==> src/rtl/brick_pkg.sv <==
// Shared constants, cell codes and FSM encoding for the brick playfield.
package brick_pkg;

    localparam int COLS      = 20;
    localparam int ROWS      = 24;
    localparam int CELL_W    = 3;
    localparam int TILE_W    = 32;
    localparam int TILE_H    = 20;
    localparam int NUM_CELLS = COLS * ROWS;

    localparam logic [CELL_W-1:0] CELL_EMPTY  = 3'd0;
    localparam logic [CELL_W-1:0] CELL_WEAK   = 3'd1;
    localparam logic [CELL_W-1:0] CELL_STRONG = 3'd3;
    localparam logic [CELL_W-1:0] CELL_WALL   = 3'd5;

    typedef enum logic [1:0] {
        ST_IDLE    = 2'd0,
        ST_INIT    = 2'd1,
        ST_LOOK    = 2'd2,
        ST_RESOLVE = 2'd3
    } state_e;

    // Code a cell becomes after one hit; anything unknown behaves as a wall.
    function automatic logic [CELL_W-1:0] degrade(input logic [CELL_W-1:0] code);
        logic [CELL_W-1:0] r;
        r = code;
        if (code == CELL_WEAK)   r = CELL_EMPTY;
        if (code == CELL_STRONG) r = CELL_WEAK;
        return r;
    endfunction

    // Cells that count toward clearing the level.
    function automatic logic is_destructible(input logic [CELL_W-1:0] code);
        return (code == CELL_WEAK) || (code == CELL_STRONG);
    endfunction

endpackage

==> src/rtl/level_pattern_rom.sv <==
// Combinational level layout: (level, row, col) -> initial cell code.
module level_pattern_rom
    import brick_pkg::*;
(
    input  logic [1:0]        level,
    input  logic [4:0]        row,
    input  logic [4:0]        col,
    output logic [CELL_W-1:0] code
);

    // Rows not covered by a level's band stay empty.
    always_comb begin
        code = CELL_EMPTY;
        case (level)
            2'd0: begin
                if (row >= 5'd2 && row <= 5'd7) code = CELL_WEAK;
            end
            2'd1: begin
                if (row >= 5'd2 && row <= 5'd3)      code = CELL_STRONG;
                else if (row >= 5'd4 && row <= 5'd7) code = CELL_WEAK;
            end
            2'd2: begin
                if (row == 5'd2)                     code = col[0] ? CELL_EMPTY : CELL_WALL;
                else if (row >= 5'd3 && row <= 5'd8) code = col[0] ? CELL_WEAK : CELL_STRONG;
            end
            default: begin
                if (row >= 5'd2 && row <= 5'd9 && (row[0] == col[0])) code = CELL_WEAK;
            end
        endcase
    end

endmodule

==> src/rtl/brick_field_writer.sv <==
// Owner and sole writer of the brick playfield: loads level patterns and
// resolves ball hits through a req/ack handshake.
module brick_field_writer #(
    parameter int COLS   = brick_pkg::COLS,
    parameter int ROWS   = brick_pkg::ROWS,
    parameter int CELL_W = brick_pkg::CELL_W,
    parameter int H_PIX  = 640,
    parameter int V_PIX  = 480
) (
    input  logic                         clk,
    input  logic                         rst,
    input  logic                         start,
    input  logic [1:0]                   level_sel,
    input  logic                         hit_req,
    input  logic [9:0]                   hit_x,
    input  logic [9:0]                   hit_y,
    output logic                         hit_ack,
    output logic [CELL_W-1:0]            hit_code,
    output logic                         busy,
    output logic [COLS*ROWS*CELL_W-1:0]  bricks,
    output logic [8:0]                   bricks_left,
    output logic                         cleared
);
    import brick_pkg::*;

    localparam int NCELL = COLS * ROWS;
    localparam int IDX_W = $clog2(NCELL);

    state_e                         state_q, state_d;
    logic [1:0]                     level_q, level_d;
    logic [IDX_W-1:0]               idx_q, idx_d;
    logic [5:0]                     row_q, row_d;
    logic [4:0]                     col_q, col_d;
    logic [9:0]                     hx_q, hx_d;
    logic [9:0]                     hy_q, hy_d;
    logic                           oob_q, oob_d;
    logic [NCELL-1:0][CELL_W-1:0]   cells_q, cells_d;
    logic [8:0]                     left_q, left_d;
    logic                           loaded_q, loaded_d;
    logic                           ack_q, ack_d;
    logic [CELL_W-1:0]              code_q, code_d;
    logic                           busy_q, busy_d;

    logic [CELL_W-1:0]              rom_code;
    logic [CELL_W-1:0]              old_code;
    logic [5:0]                     look_row;
    logic [4:0]                     look_col;
    logic [10:0]                    look_idx;

    level_pattern_rom u_rom (
        .level (level_q),
        .row   (row_q[4:0]),
        .col   (col_q),
        .code  (rom_code)
    );

    // Hit address decode: tile width is a power of two, tile height is not.
    always_comb begin
        look_col = hx_q[9:5];
        look_row = 6'(hy_q / 10'(TILE_H));
        look_idx = 11'(look_col) + 11'(look_row) * 11'(COLS);
    end

    // Out-of-field hits never touch the array, so the index is don't-care then.
    always_comb begin
        old_code = oob_q ? CELL_EMPTY : cells_q[idx_q];
    end

    // Next-state and datapath for the load / hit sequencer.
    always_comb begin
        state_d  = state_q;
        level_d  = level_q;
        idx_d    = idx_q;
        row_d    = row_q;
        col_d    = col_q;
        hx_d     = hx_q;
        hy_d     = hy_q;
        oob_d    = oob_q;
        cells_d  = cells_q;
        left_d   = left_q;
        loaded_d = loaded_q;
        ack_d    = 1'b0;
        code_d   = code_q;

        if (start && (state_q == ST_IDLE || state_q == ST_INIT)) begin
            // A (re)load drops loaded so cleared cannot flash while the count rebuilds.
            state_d  = ST_INIT;
            level_d  = level_sel;
            idx_d    = '0;
            row_d    = '0;
            col_d    = '0;
            left_d   = '0;
            loaded_d = 1'b0;
        end else begin
            case (state_q)
                ST_IDLE: begin
                    if (hit_req) begin
                        hx_d    = hit_x;
                        hy_d    = hit_y;
                        state_d = ST_LOOK;
                    end
                end
                ST_INIT: begin
                    cells_d[idx_q] = rom_code;
                    if (is_destructible(rom_code)) left_d = left_q + 9'd1;
                    if (idx_q == IDX_W'(NCELL - 1)) begin
                        loaded_d = 1'b1;
                        state_d  = ST_IDLE;
                    end else begin
                        idx_d = idx_q + 1'b1;
                        if (col_q == 5'(COLS - 1)) begin
                            col_d = '0;
                            row_d = row_q + 6'd1;
                        end else begin
                            col_d = col_q + 5'd1;
                        end
                    end
                end
                ST_LOOK: begin
                    col_d   = look_col;
                    row_d   = look_row;
                    idx_d   = look_idx[IDX_W-1:0];
                    oob_d   = (hx_q >= 10'(H_PIX)) || (hy_q >= 10'(V_PIX));
                    state_d = ST_RESOLVE;
                end
                ST_RESOLVE: begin
                    code_d = old_code;
                    ack_d  = 1'b1;
                    if (!oob_q) begin
                        cells_d[idx_q] = degrade(old_code);
                        if (old_code == CELL_WEAK && left_q != 9'd0) left_d = left_q - 9'd1;
                    end
                    state_d = ST_IDLE;
                end
                default: state_d = ST_IDLE;
            endcase
        end

        busy_d = (state_d != ST_IDLE);
    end

    // State registers with asynchronous clear.
    always_ff @(posedge clk or posedge rst) begin
        if (rst) begin
            state_q  <= ST_IDLE;
            level_q  <= '0;
            idx_q    <= '0;
            row_q    <= '0;
            col_q    <= '0;
            hx_q     <= '0;
            hy_q     <= '0;
            oob_q    <= 1'b0;
            cells_q  <= '0;
            left_q   <= '0;
            loaded_q <= 1'b0;
            ack_q    <= 1'b0;
            code_q   <= '0;
            busy_q   <= 1'b0;
        end else begin
            state_q  <= state_d;
            level_q  <= level_d;
            idx_q    <= idx_d;
            row_q    <= row_d;
            col_q    <= col_d;
            hx_q     <= hx_d;
            hy_q     <= hy_d;
            oob_q    <= oob_d;
            cells_q  <= cells_d;
            left_q   <= left_d;
            loaded_q <= loaded_d;
            ack_q    <= ack_d;
            code_q   <= code_d;
            busy_q   <= busy_d;
        end
    end

    assign bricks      = cells_q;
    assign bricks_left = left_q;
    assign hit_ack     = ack_q;
    assign hit_code    = code_q;
    assign busy        = busy_q;
    assign cleared     = loaded_q && (left_q == 9'd0);

endmodule

==> config.mk <==
export PLATFORM = sky130hd
export DESIGN_NAME = brick_field_writer
export DESIGN_NICKNAME = d
export VERILOG_FILES = /design/src/rtl/brick_pkg.sv /design/src/rtl/level_pattern_rom.sv /design/src/rtl/brick_field_writer.sv
export SDC_FILE = /design/constraint.sdc
export NUM_CORES = 2
export LEC_CHECK = 0
export CAP_MARGIN = 5
export CORE_AREA = 10 10 560 562
export CTS_CLUSTER_SIZE = 16
export DETAILED_ROUTE_END_ITERATION = 8
export DIE_AREA = 0 0 570 572
export GPL_TIMING_DRIVEN = 1
export SLEW_MARGIN = 0
export SYNTH_ARGS = -nofsm -noshare
export SYNTH_HDL_FRONTEND = slang
export SYNTH_SLANG_ARGS = --single-unit
==> constraint.sdc <==
create_clock -name clk -period 110.1 [get_ports clk]
set_clock_uncertainty 0.15 [all_clocks]
set_input_delay 22.02 -clock clk [delete_from_list [all_inputs] [get_ports clk]]
set_output_delay 22.02 -clock clk [all_outputs]
set_load 0.02 [all_outputs]
==> Word-level counts from Yosys, hierarchy flattened <==
Index checks and enable logic that the tools add are counted.
{ "classes": {"muxes": 48, "eq_ne": 19, "add_sub_neg": 6, "n_mul": 1, "order_cmp": 11, "div_mod_pow": 1, "n_reduce_logical": 31, "bitwise_logic": 1} }
{ "op_table": {"columns": ["operator", "n"], "rows": [
  ["$bwmux 1440", 2],
  ["$pmux 1440 s2", 1],
  ["$mux 1440", 1],
  ["$mux 9", 6],
  ["$mux 3", 12],
  ["$pmux 9 s2", 2],
  ["$bmux 3 s9", 1],
  ["$demux 3 s9", 1],
  ["$add 9x1->9 const B", 2],
  ["$mux 6", 3],
  ["$mux 5", 3],
  ["$pmux 6 s2", 1],
  ["$div 10x5->10 const B", 1],
  ["$ge 10x10->1 const B", 1],
  ["$ge 10x9->1 const B", 1],
  ["$ge 5x2->1 const B", 2],
  ["$le 5x4->1 const B", 2],
  ["$logic_and 1x1->1", 10],
  ["$lt 9x10->1 const B", 1],
  ["$pmux 5 s2", 1],
  ["$add 5x9->9", 1],
  ["$eq 9x9->1 const B", 1],
  ["$ge 9x1->1 const B", 1],
  ["$logic_not 9->1", 1],
  ["30 further kinds", 60]
]} }
{ "word_totals": {"input_bits": 26, "ff_bits": 1500} }

==> Logic depth before layout (Yosys ltp) <==
{ "depth": {"depth_word": 12, "depth_mapped": 21, "mapped_depth_nobuf": 19} }

==> Cells and area by module <==
Synthesis repeated with hierarchy kept, for this count alone.
{ "unflattened": {"hier_cells": 6832, "area_unflattened_um2": 69022.4} }
{ "modules_own_cells": {"columns": ["mod", "cells_each", "area_each_um2", "n_inst"], "rows": [
  ["brick_field_writer", 6813, 68863.5, 1],
  ["level_pattern_rom", 19, 158.9, 1]
]} }

==> Least setup slack after synthesis <==
Ideal clock, no wire load.
{ "synth_timing": {"path_type": "input-to-reg", "startpoint": "input start", "endpoint": "register cells_q, in the netlist bricks[1293]", "path_stages": 8, "setup_ps": 127, "path_slack_ps": 86487, "arrival_ps": 23335, "n_path_buf": 2, "cell_sequence": "nand2b_1 > nand3_1 > nor2_1 > clkbuf_1 > clkbuf_1 > nand2_1 > nand2_1 > o21ai_0"} }
{ "synth_via": {"elab_chain_len": 3} }
{ "synth_lines": {"columns": ["item", "line_no", "rtl"], "rows": [
  ["from (decl)", "brick_field_writer.sv:12", "input logic start,"],
  ["$logic_and 1x1->1", "brick_field_writer.sv:85", "if (start && (state_q == ST_IDLE || state_q == ST_INIT)) begin"],
  ["$not 1->1 (no line)", null, null],
  ["$reduce_and 3->1 (no line)", null, null],
  ["to (signal assigned)", "brick_field_writer.sv:168", "cells_q <= cells_d;"],
  ["to (decl)", "brick_field_writer.sv:37", "logic [NCELL-1:0][CELL_W-1:0] cells_q, cells_d;"]
]} }
No other way between the ends.
A chain may end at the register's enable or synchronous reset.

==> parameters.txt <==
Parameter                              Value

Routing
  DRC viols ... 0
  Aggregate routed wire length ... 421.5 mm
  ANT nets after route ... 0
  Via total after detailed routing ... about 60000
  Avg Vias per Cell ... 5.066
  Post-detailed-route wirelength per cell ... approximately 35 µm
  Detailed Route Iter0 Violations ... between 6000 and 7000
  Total iterations of the first detailed-routing run ... 7

Cells and area
  Post-Layout Inst Area ... between 0.09 and 0.1 mm²
  Layout Utilization ... ~31%
  Most common library cell in the layout ignoring fill and taps ... sky130_fd_sc_hd__nand2_1
  Net count of the finished layout ... ~8000
  Filler-free cell count of the finished design ... approximately 12000
  Layout-stage area growth over the synthesis result ... 36.37%
  Leading cell types in the layout, fill and taps excluded ... sky130_fd_sc_hd__nand2_1 (2048), sky130_fd_sc_hd__dfrtp_1 (1485), sky130_fd_sc_hd__clkdlybuf4s50_1 (1471), sky130_fd_sc_hd__o21ai_0 (1217), sky130_fd_sc_hd__mux4_2 (276)
  Ratio of cells with drive above 1 in the final layout ... between 10% and 20%

CTS
  Clock insertion delay at the later pin of the skew report ... just under 900 ps
  CTS tree ... yes
  Clock tree buffer depth ... 4
  Clk sink count ... about 1500
  CTS Root Buffer Type ... sky130_fd_sc_hd__clkbuf_16
  Post-CTS Hold Fix Bufs ... 0
  CTS clock-pin slew for the worst setup and hold paths ... ~60 ps
  H-tree level count ... 4
  Post-cts gate resize count ... 0
  Buffer count from post-CTS setup fixing ... 0
  Inserted Clock Buffers ... between 150 and 200

Timing
  Final setup violation count ... 0
  Number of max-slew violations in the final report ... 0
  Setup_tns ... 0 ps
  Final worst path period need ... 26350 ps
  Number of failing hold endpoints at the final stage ... 0
  Max frequency ... about 38 MHz
  Relative slew slack ... 9.895%
  Portion of the clock cycle consumed by the worst path in the final layout ... a little under a quarter
  Worst-margin pin slew ... about 1400 ps
  RSZ-0062 raised after global routing ... false

Yosys
  Gate count of the mapped netlist ... between 6000 and 7000
  Count of cell types in the netlist ... between 80 and 90
  Count of flip-flops with a built-in enable after synthesis ... 0
  Post-Synthesis Mean Instance Area ... between 10 and 15 µm²
  Number of synthesized register bits ... 1492
  Register area share after synthesis ... 54.68%
  Async set-reset flop share out of synthesis ... 100.0%
  Top post-synthesis cells by area ... sky130_fd_sc_hd__dfrtp_1 (55%), sky130_fd_sc_hd__nand2_1 (11%), sky130_fd_sc_hd__mux4_2 (9.1%)
  Most instantiated flip-flop cell in the synthesis netlist ... sky130_fd_sc_hd__dfrtp_1
  Yosys warning count ... 0
  Synthesized Nets ... 6687
  Netlist Area Pre-Place ... around 0.068 mm²
  Biggest area consumer among synthesized cells ... sky130_fd_sc_hd__dfrtp_1
  Top-area cell type share of the netlist area ... about 55%

Power
  Total power divided by cell area ... ~14 mW/mm²
  Maximum resistive drop on vdd ... about 0.000013 V
  LEAKAGE ... approximately 37 nW

Placement
  DP Wirelength ... 321.3 mm
  Input/output buffers ... about 1500
  RePlAce Congestion ... between 0.9 and 1
  Cell Count Post-Placement ... ~12000
  Post-DP Area ... slightly below 0.09 mm²

Global route
  Maximum number of pins on one net before global-route repair ... approximately 150
  Global-route wire length before repair ... 559.0 mm
  Overall overflow remaining after global route ... 0
  Number of global-route vias before repair ... 60760
  Global-route usage over all layers ... around 25%
  Initial antenna violation count ... 57

Critical path
  End of the worst register-to-register path ... bricks[861]$_DFFE_PP0P_
  Critical path startpoint category ... input pin
  CP Max Fanout ... 141
  Critical setup path kind ... input pin to async pin
  Internal reg-to-reg setup slack ... between 90000 and 100000 ps
  Critical Path Start ... rst
  Depth of the most critical reg-to-reg path ... 16
  CP Capture Point ... bricks[60]$_DFFE_PP0P_
  Kind of end point of the critical path ... async pin
  Reg2Reg Launch Point ... idx_q[1]$_DFFE_PP0P_
  CP Data Arrival Time ... around 27000 ps
  Worst Path Required ... roughly 110000 ps

Floorplanning
  Boundary pin count ... about 1500
  Die width ... 570 µm
  Die footprint ... about 0.33 mm²
  Placeable core region ... about 0.3 mm²
  Floorplan row count ... approximately 200
  Effective utilization at floorplan ... approximately 23%
  Die Ht ... between 500 and 600 µm

Flow run
  Max capacitance violation total ... 0

Worst hold path
  Hold crit path type ... flip-flop to flip-flop

Run status
  Result of the run ... finished, final reports clean
kinds of logic (layout without fill, tap and decap cells):
group,count (synthesis),after routing,share of synthesized area [%]
AO/OA/AOI/OAI,1803,1803,14.55
multiplexers,516,516,12.72
adder cells (fa/ha/maj),28,28,0.5461
flip-flops,1492,1492,54.68
other,0,6,0
buffers and inverters,440,1968,3.725
AND/OR/NAND/NOR,2332,2332,13.50
XOR/XNOR,22,22,0.2822
how the worst min path moves through the flow:
stage / depth (start not counted) / to / slack (ps) / start
CTS: 1 / hit_code[1]$_DFFE_PP0P_ / 350 / hit_code[1]$_DFFE_PP0P_
floorplan: 2 / loaded_q$_DFFE_PP0P_ / 310 / loaded_q$_DFFE_PP0P_
global placement: 1 / hit_code[1]$_DFFE_PP0P_ / 320 / hit_code[1]$_DFFE_PP0P_
detailed placement: 1 / hit_code[1]$_DFFE_PP0P_ / 330 / hit_code[1]$_DFFE_PP0P_
finish: 1 / hit_code[1]$_DFFE_PP0P_ / 340 / hit_code[1]$_DFFE_PP0P_
global route: 1 / hit_code[1]$_DFFE_PP0P_ / 360 / hit_code[1]$_DFFE_PP0P_
flip-flops by register name, indices dropped and copies added, names as in the netlist:
register     flops
level_q          2
hit_code         3
col_q            5
idx_q            9
hy_q             8
hx_q             5
loaded_q         1
bricks        1440
bricks_left      9
row_q            5
hit_ack          1
oob_q            1
state_q          2
busy             1
metal layers:
layer  wire [µm]  vias up  GRT usage, %  part of all wire [%]
met5          55        -             0                 0.013
met4       23910        8         11.60                   5.7
met3       41200      776         7.686                   9.8
met2      196100     3493         40.44                    47
met1      160300    31100         29.63                    38
li1            -    26150             -                     -
Yosys cell counts, types with 46 or more instances:
cell type	number
sky130_fd_sc_hd__buf_6	71
sky130_fd_sc_hd__o21ai_1	223
sky130_fd_sc_hd__nand3_1	46
sky130_fd_sc_hd__mux2i_1	213
sky130_fd_sc_hd__a21oi_1	69
sky130_fd_sc_hd__buf_2	85
sky130_fd_sc_hd__o21ai_2	50
sky130_fd_sc_hd__mux4_2	276
sky130_fd_sc_hd__clkbuf_2	54
sky130_fd_sc_hd__clkbuf_1	158
sky130_fd_sc_hd__nor2_1	90
sky130_fd_sc_hd__dfrtp_1	1492
sky130_fd_sc_hd__a22oi_1	85
sky130_fd_sc_hd__nand2_1	2050
sky130_fd_sc_hd__o21ai_0	1217
worst max-delay path, cell delays in order:
cell	delay [ps]
sky130_fd_sc_hd__clkdlybuf4s50_1	490
sky130_fd_sc_hd__inv_8	460
sky130_fd_sc_hd__buf_4	790
sky130_fd_sc_hd__buf_12	510
sky130_fd_sc_hd__buf_4	720
sky130_fd_sc_hd__buf_12	660
sky130_fd_sc_hd__buf_4	830
area by class of cell:
class,instances,area (µm²)
repair buffers,1631,16030
clock buffers,249,5100
well taps,3978,4977
fillers,30810,208900
clock inverters,62,843.3
inverters,26,112.6
flip-flops and latches,1492,37350
diodes,6,15.01
multi-input cells,4701,28690
per-stage QoR:
stage	hold slack, ps	total power [mW]	setup slack [ps]
finish	339.8	1.292	83750
global route	364.4	1.330	83090
CTS	346.4	1.303	83650
detailed placement	332.2	0.6880	82700
global placement	321.4	0.6871	82850
floorplan	307.8	0.6443	45840
report_power, final:
| part | switching [mW] | internal, mW |
|---|---|---|
| clock | 0.252 | 0.363 |
| sequential | 0.00842 | 0.552 |
| combinational | 0.0769 | 0.0403 |
No activity file was read; power rests on OpenSTA's default activity.
